## config.mk

```make
export PLATFORM = sky130hd
export DESIGN_NAME = tdm_tx
export DESIGN_NICKNAME = d
export VERILOG_FILES = /design/src/rtl/i2s_tdm_pkg.sv /design/src/rtl/tdm_clkgen.sv /design/src/rtl/tdm_tx.sv
export SDC_FILE = /design/constraint.sdc
export NUM_CORES = 1
export LEC_CHECK = 0
export BUFFER_PORTS_ARGS = -buffer_cell sky130_fd_sc_hd__buf_4
export CAP_MARGIN = 0
export CELL_PAD_IN_SITES_DETAIL_PLACEMENT = 2
export CELL_PAD_IN_SITES_GLOBAL_PLACEMENT = 2
export CORE_ASPECT_RATIO = 1.4
export CORE_MARGIN = 1.5
export CORE_UTILIZATION = 38
export DETAILED_ROUTE_END_ITERATION = 16
export GPL_TIMING_DRIVEN = 0
export PLACE_DENSITY = 0.86
export SKIP_LAST_GASP = 1
export SYNTH_ARGS = -nofsm -noshare
export SYNTH_HDL_FRONTEND = slang
export SYNTH_SLANG_ARGS = --single-unit
```

## constraint.sdc

```tcl
create_clock -name in_mclk -period 10.3 [get_ports in_mclk]
set_input_delay 1.545 -clock in_mclk [delete_from_list [all_inputs] [get_ports in_mclk]]
set_output_delay 1.545 -clock in_mclk [all_outputs]
set_load 0.02 [all_outputs]
```

## src/rtl/i2s_tdm_pkg.sv

```systemverilog
// Shared constants and elaboration helpers for the I2S-to-TDM path.
package i2s_tdm_pkg;

  // Default sample width per channel
  localparam int unsigned DEF_BITS = 16;

  // Counter width for a 0..n-1 range, never narrower than one bit
  function automatic int unsigned cnt_width(input int unsigned n);
    return (n < 2) ? 1 : $clog2(n);
  endfunction

  // Master-clock cycles in one TDM frame
  function automatic int unsigned frame_cycles(input int unsigned slots,
                                               input int unsigned slot_bits,
                                               input int unsigned sclk_div);
    return slots * slot_bits * sclk_div;
  endfunction

endpackage

```

## src/rtl/tdm_clkgen.sv

```systemverilog
// Bit-clock generator: divides mclk, drives sclk and exposes the fall tick.
module tdm_clkgen
  import i2s_tdm_pkg::*;
#(
  parameter int unsigned G_SCLK_DIV = 4
) (
  input  logic clk,
  input  logic rst,
  output logic sclk,
  output logic fall_c
);

  localparam int unsigned CW = cnt_width(G_SCLK_DIV);

  logic [CW-1:0] cnt;
  logic          rise_c;

  assign rise_c = (cnt == CW'(G_SCLK_DIV / 2 - 1));
  assign fall_c = (cnt == CW'(G_SCLK_DIV - 1));

  // Divider counter and 50% duty bit clock
  always_ff @(posedge clk or posedge rst) begin
    if (rst) begin
      cnt  <= '0;
      sclk <= 1'b0;
    end else begin
      cnt <= fall_c ? '0 : cnt + CW'(1);
      if (rise_c) begin
        sclk <= 1'b1;
      end else if (fall_c) begin
        sclk <= 1'b0;
      end
    end
  end

endmodule

```

## src/rtl/tdm_tx.sv

```systemverilog
// TDM serializer: double-buffers strobed sample frames and shifts them out
// MSB-first, one slot per channel, with underrun/overrun flags.
module tdm_tx
  import i2s_tdm_pkg::*;
#(
  parameter int unsigned G_BITS      = DEF_BITS,
  parameter int unsigned G_SLOTS     = 8,
  parameter int unsigned G_SLOT_BITS = 32,
  parameter int unsigned G_SCLK_DIV  = 4
) (
  input  logic                        in_mclk,
  input  logic                        in_rst,
  input  logic [G_SLOTS*G_BITS-1:0]   in_frame,
  input  logic                        in_frame_strobe,
  output logic                        out_sclk,
  output logic                        out_fsync,
  output logic                        out_dout,
  output logic                        out_load,
  output logic                        out_underrun,
  output logic                        out_overrun
);

  localparam int unsigned FW = G_SLOTS * G_BITS;
  localparam int unsigned SW = cnt_width(G_SLOTS);
  localparam int unsigned BW = cnt_width(G_SLOT_BITS);
  localparam int unsigned IW = cnt_width(G_BITS);

  typedef struct packed {
    logic [SW-1:0] slot;
    logic [BW-1:0] bit_idx;
  } pos_t;

  pos_t              pos;
  pos_t              pos_next;
  logic [FW-1:0]     pending;
  logic [FW-1:0]     active;
  logic [FW-1:0]     frame_src;
  logic              pending_valid;
  logic              fall_c;
  logic              boundary_c;
  logic [G_BITS-1:0] slot_word [G_SLOTS];
  logic [G_BITS-1:0] cur_word;
  logic [IW-1:0]     idx;
  logic              in_data;
  logic              data_bit;

  tdm_clkgen #(
    .G_SCLK_DIV(G_SCLK_DIV)
  ) u_clkgen (
    .clk    (in_mclk),
    .rst    (in_rst),
    .sclk   (out_sclk),
    .fall_c (fall_c)
  );

  assign boundary_c = fall_c && (pos == '0);

  // Next (slot, bit) position, bit first, then slot, wrapping at frame end
  always_comb begin
    pos_next = pos;
    if (pos.bit_idx == BW'(G_SLOT_BITS - 1)) begin
      pos_next.bit_idx = '0;
      pos_next.slot    = (pos.slot == SW'(G_SLOTS - 1)) ? '0 : pos.slot + SW'(1);
    end else begin
      pos_next.bit_idx = pos.bit_idx + BW'(1);
    end
  end

  // At a loading boundary the new frame is serialized immediately
  always_comb begin
    frame_src = (boundary_c && pending_valid) ? pending : active;
    for (int k = 0; k < G_SLOTS; k++) begin
      slot_word[k] = frame_src[k*G_BITS +: G_BITS];
    end
  end

  assign cur_word = slot_word[pos.slot];

  // Left-justified MSB-first bit select; padding bits are zero
  always_comb begin
    idx      = IW'(G_BITS - 1) - IW'(pos.bit_idx);
    in_data  = ({1'b0, pos.bit_idx} < (BW + 1)'(G_BITS));
    data_bit = in_data ? cur_word[idx] : 1'b0;
  end

  // Position counters and serial outputs, all moving on fall ticks
  always_ff @(posedge in_mclk or posedge in_rst) begin
    if (in_rst) begin
      pos       <= '0;
      out_fsync <= 1'b0;
      out_dout  <= 1'b0;
    end else if (fall_c) begin
      pos       <= pos_next;
      out_fsync <= (pos == '0);
      out_dout  <= data_bit;
    end
  end

  // Frame buffers and rate-mismatch pulses; boundary sees pre-strobe state
  always_ff @(posedge in_mclk or posedge in_rst) begin
    if (in_rst) begin
      pending       <= '0;
      active        <= '0;
      pending_valid <= 1'b0;
      out_load      <= 1'b0;
      out_underrun  <= 1'b0;
      out_overrun   <= 1'b0;
    end else begin
      out_load     <= boundary_c && pending_valid;
      out_underrun <= boundary_c && !pending_valid;
      out_overrun  <= in_frame_strobe && pending_valid && !boundary_c;
      if (boundary_c && pending_valid) begin
        active <= pending;
      end
      if (in_frame_strobe) begin
        pending       <= in_frame;
        pending_valid <= 1'b1;
      end else if (boundary_c) begin
        pending_valid <= 1'b0;
      end
    end
  end

endmodule

```

# Word level (Yosys, flattened, before mapping)
# Index checks and enable logic that the tools add are counted.
[totals]
ff_bits = 273
wordCells = 49
[op_classes]
addsub = 4
n_lt_le_gt_ge = 3
eq_ne = 4
mux = 14
bitwise = 1
reduce_logical = 11
[op_table]
columns = ["cell", "n"]
rows = [
  ["2-to-1 mux 128 bit", 1],
  ["binary-select mux 16 bit (select 3 bit)", 1],
  ["2-to-1 mux 16 bit", 2],
  ["logical NOT 8 bit", 1],
  ["2-to-1 mux 1 bit", 6],
  ["adder 5 x 1 -> 5 bit, second input constant", 1],
  ["equality test 5 bit, second input constant", 1],
  ["logical AND 1 bit", 5],
  ["less-than comparator 4 x 5 -> 1 bit, second input constant", 1],
  ["less-than comparator 5 bit, second input constant", 1],
  ["2-to-1 mux 5 bit", 1],
  ["binary-select mux 1 bit (select 4 bit)", 1],
  [">= comparator 4 bit, second input constant", 1],
  ["inverter 3 -> 4 bit", 1],
  ["nonzero test 2 bit", 2],
  ["subtractor 4 bit, first input constant", 1],
  ["adder 3 x 1 -> 3 bit, second input constant", 1],
  ["equality test 3 bit, second input constant", 1],
  ["2-to-1 mux 3 bit", 1],
  ["adder 2 x 1 -> 2 bit, second input constant", 1],
  ["equality test 2 x 1 -> 1 bit, second input constant", 1],
  ["equality test 2 bit, second input constant", 1],
  ["logical NOT 1 bit", 2],
  ["2-to-1 mux 2 bit", 1],
  ["AND reduction 2 bit", 1],
]

# Logic depth before layout (Yosys ltp)
[logic_depth]
ltp_word = 10
ltp_mapped = 14
depth_no_buf = 10

# Modules after synthesis
# Synthesis repeated with hierarchy kept, for this count alone.
[unflattened]
cells_unflattened = 1028
area_unflattened_um2 = 11632.4
[by_module_without_submodules]
columns = ["module", "n_inst", "cells_each", "area_per_inst_um2"]
rows = [
  ["tdm_tx", 1, 1017, 11506.0],
  ["tdm_clkgen", 1, 11, 126.4],
]

# Worst setup path before layout
# Ideal clock, no wire load.
[synth_path]
kind = "register -> register"
startpoint = "register pos[1] (netlist name)"
endpoint = "register out_dout"
setup_ns = 0.136
arrival_time_ns = 2.701
setup_slack_ns = 7.463
stages_incl_launch_ff = 14
path_buffers = 3
cell_sequence = "dfrtp_1 -> clkbuf_1 -> inv_1 -> ha_1 -> and3b_1 -> clkbuf_1 -> nand3_2 -> inv_2 -> buf_6 -> mux2_2 -> o31a_1 -> a2111oi_0 -> a2bb2oi_1 -> a221oi_2"
[synth_via]
elab_chain_len = 10
elab_cells_between_ends = 12
[synth_rtl]
columns = ["element", "line_no", "rtl"]
rows = [
  ["from (decl)", "tdm_tx.sv:33", "pos_t pos;"],
  ["from (signal assigned)", "tdm_tx.sv:93", "pos <= pos_next;"],
  ["logical NOT 8 bit", "tdm_tx.sv:56", "assign boundary_c = fall_c && (pos == '0);"],
  ["logical AND 1 bit", "tdm_tx.sv:56", ""],
  ["logical AND 1 bit", "tdm_tx.sv:71", "frame_src = (boundary_c && pending_valid) ? pending : active;"],
  ["2-to-1 mux 128 bit", "--", ""],
  ["net frame_src[44]", "tdm_tx.sv:37", "logic [FW-1:0] frame_src;"],
  ["binary-select mux 16 bit (select 3 bit)", "tdm_tx.sv:77", "assign cur_word = slot_word[pos.slot];"],
  ["2-to-1 mux 16 bit (not written as such) (2 in a row)", "tdm_tx.sv:77", ""],
  ["binary-select mux 1 bit (select 4 bit)", "tdm_tx.sv:83", "data_bit = in_data ? cur_word[idx] : 1'b0;"],
  ["2-to-1 mux 1 bit (not written as such)", "tdm_tx.sv:83", ""],
  ["2-to-1 mux 1 bit", "tdm_tx.sv:83", ""],
  ["to (signal assigned)", "tdm_tx.sv:95", "out_dout <= data_bit;"],
  ["to (decl)", "tdm_tx.sv:17", "output logic out_dout,"],
]
# The timed path passes the listed nets, and every way through them passes these cells. The select of a mux whose other input is x is not followed.
# A chain may end at the register's enable or synchronous reset.

# Worst setup path in the final report
[layout_path]
startpoint = "register pos[0] (netlist name)"
endpoint = "register active[70]"
[layout_via]
elab_chain_len = 4
[layout_rtl]
columns = ["element", "line_no", "rtl"]
rows = [
  ["logical NOT 8 bit", "tdm_tx.sv:56", ""],
  ["logical AND 1 bit", "tdm_tx.sv:56", ""],
  ["logical AND 1 bit", "--", ""],
  ["2-to-1 mux 128 bit", "--", ""],
  ["net frame_src[70]", "tdm_tx.sv:37", ""],
  ["to (signal assigned)", "tdm_tx.sv:113", "active <= pending;"],
  ["to (decl)", "tdm_tx.sv:36", "logic [FW-1:0] active;"],
]
# The timed path passes the listed nets, and every way through them passes these cells.

==> results_dict.tcl <==
set metrics [dict create \
    cts_tree "built" \
    drt_iter0_drc 402 \
    wl_mm 44.01 \
    h-tree-depth 1 \
    grt_overflow_total 0 \
    path_max_fanout 10 \
    syn_avg_cell_area_um2 10.85 \
    start_kind "flop" \
    cts_buffer_depth 3 \
    first_pass_iters 4 \
    grt_pass1_wl_mm 66.69 \
    final_common_cell "nand2_1" \
    grt_max_degree 120 \
    async_flop_share_pct 100.0 \
    worst_slew_pin_slew_ns 1.010 \
    grt_use_total_pct 27.81 \
    crit_slowest_cell "clkbuf_1" \
    fin_skew_ns 0.02839 \
    clk_latency_ns 0.59 \
    arrival_ns 5.15 \
    seq_area_frac_synth_pct 57.64 \
    ys.warnings.count 0 \
    syn_nets 1230 \
    detailroute.via_count 9147 \
    place_congestion 0.9224 \
    peakVddDrop_v 0.0001473 \
    crit_family "buffers and inverters" \
    cp_num_buf_inv 7 \
    wire_per_inst_um 26.34 \
    relSlewSlack_pct 32.66 \
    final_hold_viol_count 0 \
    detailed_place_hpwl_mm 31.77 \
    r2r_slack_ns 5.66 \
    antenna_found_initial 0 \
    crit_path_start "pos[0]$_DFFE_PP0P_" \
    postSynthCellCount 1092 \
    cts_hold_buf 0 \
    path_clk_slew_ns 0.06 \
    worstSetupPathType "flop to flop" \
    fmax_ghz 0.2156 \
    power_leakage_nw 6.700 \
    worstPathRequired_ns 10.81 \
    grt_pass1_vias 10790 \
    numCtsBuffers 29 \
    pin_count 137 \
    power_mw 2.610 \
    ys.flop_type "dfrtp_1" \
    rsz0062_at_grt "no" \
    drive_above_1_share_pct 28.10 \
    reg2reg_to "active[70]$_DFF_PP0_" \
    timing.final.crit_share_pct 45.04 \
    die_h_um 212.0 \
    layout_common_cells "nand2_1, dfrtp_1, mux2_2" \
    setup_viol 0 \
    drcViolationCount 0 \
    crit_end "active[70]$_DFF_PP0_" \
    cts_repair_resize_count 0 \
    synth_cell_types 64 \
    cpPeakStageDelay_ns 0.75 \
    dp_worst_setup_slack_ns 5.784 \
    hp-class "flop to flop" \
    final_area_um2 14430 \
    worst_path_most_repeated_cell "clkbuf_1" \
    cp.depth 12 \
    period_minus_slack_ns 4.639 \
    cts.sinks 273 \
    worstReg2RegStart "pos[0]$_DFFE_PP0P_" \
    reg2regPathDepth 12 \
    post_dp_cell_area_um2 13420 \
    areaGrowthSynthToFinish_pct 21.75 \
    max_cap_violations 0 \
    port-buffer-count 135 \
    routed_via_density 5.474 \
    final_max_slew_viol_count 0 \
    root_buffer "clkbuf_16" \
    path_cells "clkinv_1, ha_1, and3b_1, clkbuf_1, nand3_2, inv_2, buf_6, buf_2, clkbuf_1, clkbuf_1, nand2_1, nand2_1" \
    mappedNetlistArea_um2 11850 \
    num-nets-final 1398 \
    die_area_um2 32270 \
    status "complete, no violations" \
    power_density_nw_per_um2 180.8 \
    coreArea_um2 30710 \
    rows 76 \
    synth_edf_count 0 \
    drtAntennaViolNets 0 \
    initial_core_util_pct 38.59 \
    crit_path_end_kind "flop" \
    die_w_um 152.3 \
    postCtsSetupBuffers 0 \
    ys_ff_latch 273 \
    diodes 0 \
    fin_ws_ns 5.661 \
]
state kept, by name, indices dropped and copies added (netlist names):
signal / flops
pending_valid: 1
out_overrun: 1
out_underrun: 1
u_clkgen.cnt: 2
u_clkgen.sclk: 1
pos: 8
out_dout: 1
active: 128
out_fsync: 1
out_load: 1
pending: 128
where the power goes:
group | internal (mW) | leakage (nW) | switching [mW]
Sequential | 1.17 | 3.24 | 0.0830
Combinational | 0.114 | 2.96 | 0.109
Clock | 0.664 | 0.495 | 0.464
metal layers:
metal  track usage, %  vias to the layer above  wire [um]
li1                 -                     4024          -
met1            30.24                     4778      16100
met2            52.80                      230      24140
met3            3.234                      115       1420
met4            14.33                        0       2353
met5                0                        -          0
how the worst min path moves through the flow:
stage / cells past startpoint / from / endpoint
finish: 1 / u_clkgen.cnt[0]$_DFF_PP0_ / u_clkgen.cnt[0]$_DFF_PP0_
global route: 1 / u_clkgen.cnt[0]$_DFF_PP0_ / u_clkgen.cnt[0]$_DFF_PP0_
CTS: 1 / u_clkgen.cnt[0]$_DFF_PP0_ / u_clkgen.cnt[0]$_DFF_PP0_
detailed placement: 2 / pending[105]$_DFFE_PP0P_ / active[105]$_DFF_PP0_
global placement: 1 / u_clkgen.cnt[0]$_DFF_PP0_ / u_clkgen.cnt[0]$_DFF_PP0_
floorplan: 1 / u_clkgen.cnt[0]$_DFF_PP0_ / u_clkgen.cnt[0]$_DFF_PP0_
kinds of logic (layout without fill, tap and decap cells):
group | Yosys count | count (layout) | share of synthesized area [%]
compound gates | 97 | 97 | 6.133
fa+ha+maj | 7 | 7 | 0.7389
mux | 176 | 176 | 16.50
simple gates | 459 | 459 | 16.08
flops | 273 | 273 | 57.64
buf+inv | 80 | 269 | 2.913
layout make-up:
cell class / instances / area (um^2)
buffer: 68 / 300.3
timing repair buffer: 137 / 1069
clock inverter: 12 / 186.4
multi-input combinational: 739 / 4676
inverter: 12 / 52.55
clock buffer: 40 / 827.0
tap: 390 / 488.0
sequential: 273 / 6832
fill: 3163 / 16280
Yosys cell counts, types with 2 or more instances:
master / n / area share [%]
o211a_1: 2 / 0.17
dfrtp_1: 273 / 58
nor3_1: 12 / 0.51
buf_2: 5 / 0.21
o21a_1: 2 / 0.13
nand2_1: 383 / 12
clkbuf_1: 42 / 1.3
o2111ai_1: 5 / 0.37
a211o_1: 2 / 0.15
nand2b_1: 9 / 0.48
a41oi_2: 2 / 0.27
o22ai_1: 3 / 0.16
a21oi_1: 11 / 0.46
o221ai_1: 4 / 0.30
o2111a_1: 2 / 0.19
o31ai_1: 3 / 0.19
a21o_1: 3 / 0.19
a211oi_1: 2 / 0.13
o211ai_1: 9 / 0.57
mux2_2: 154 / 15
ha_1: 7 / 0.74
inv_1: 10 / 0.32
nand4_1: 6 / 0.32
nor2b_1: 8 / 0.42
buf_6: 3 / 0.29
nor2_1: 18 / 0.57
mux2i_1: 21 / 1.8
nand3_1: 6 / 0.25
o21ai_0: 19 / 0.80
nor3b_1: 2 / 0.13
buf_1: 17 / 0.54
a41oi_1: 2 / 0.15
a31oi_1: 3 / 0.16
a221oi_1: 4 / 0.30
a2111oi_0: 6 / 0.44
o21bai_1: 2 / 0.13
a311oi_1: 3 / 0.22
metrics by stage:
step / setup TNS, ns / hold WS (ns) / util [%] / cells
finish: 0 / 0.4686 / 46.98 / 1671
global route: 0 / 0.4851 / 46.98 / 1671
CTS: 0 / 0.4728 / 46.98 / 1671
detailed placement: 0 / 0.4553 / 43.68 / 1619
global placement: -494.30 / 0.4439 / 43.48 / 1617
floorplan: 0 / 0.4305 / - / 1092
Power figures use the tool's default switching activity.
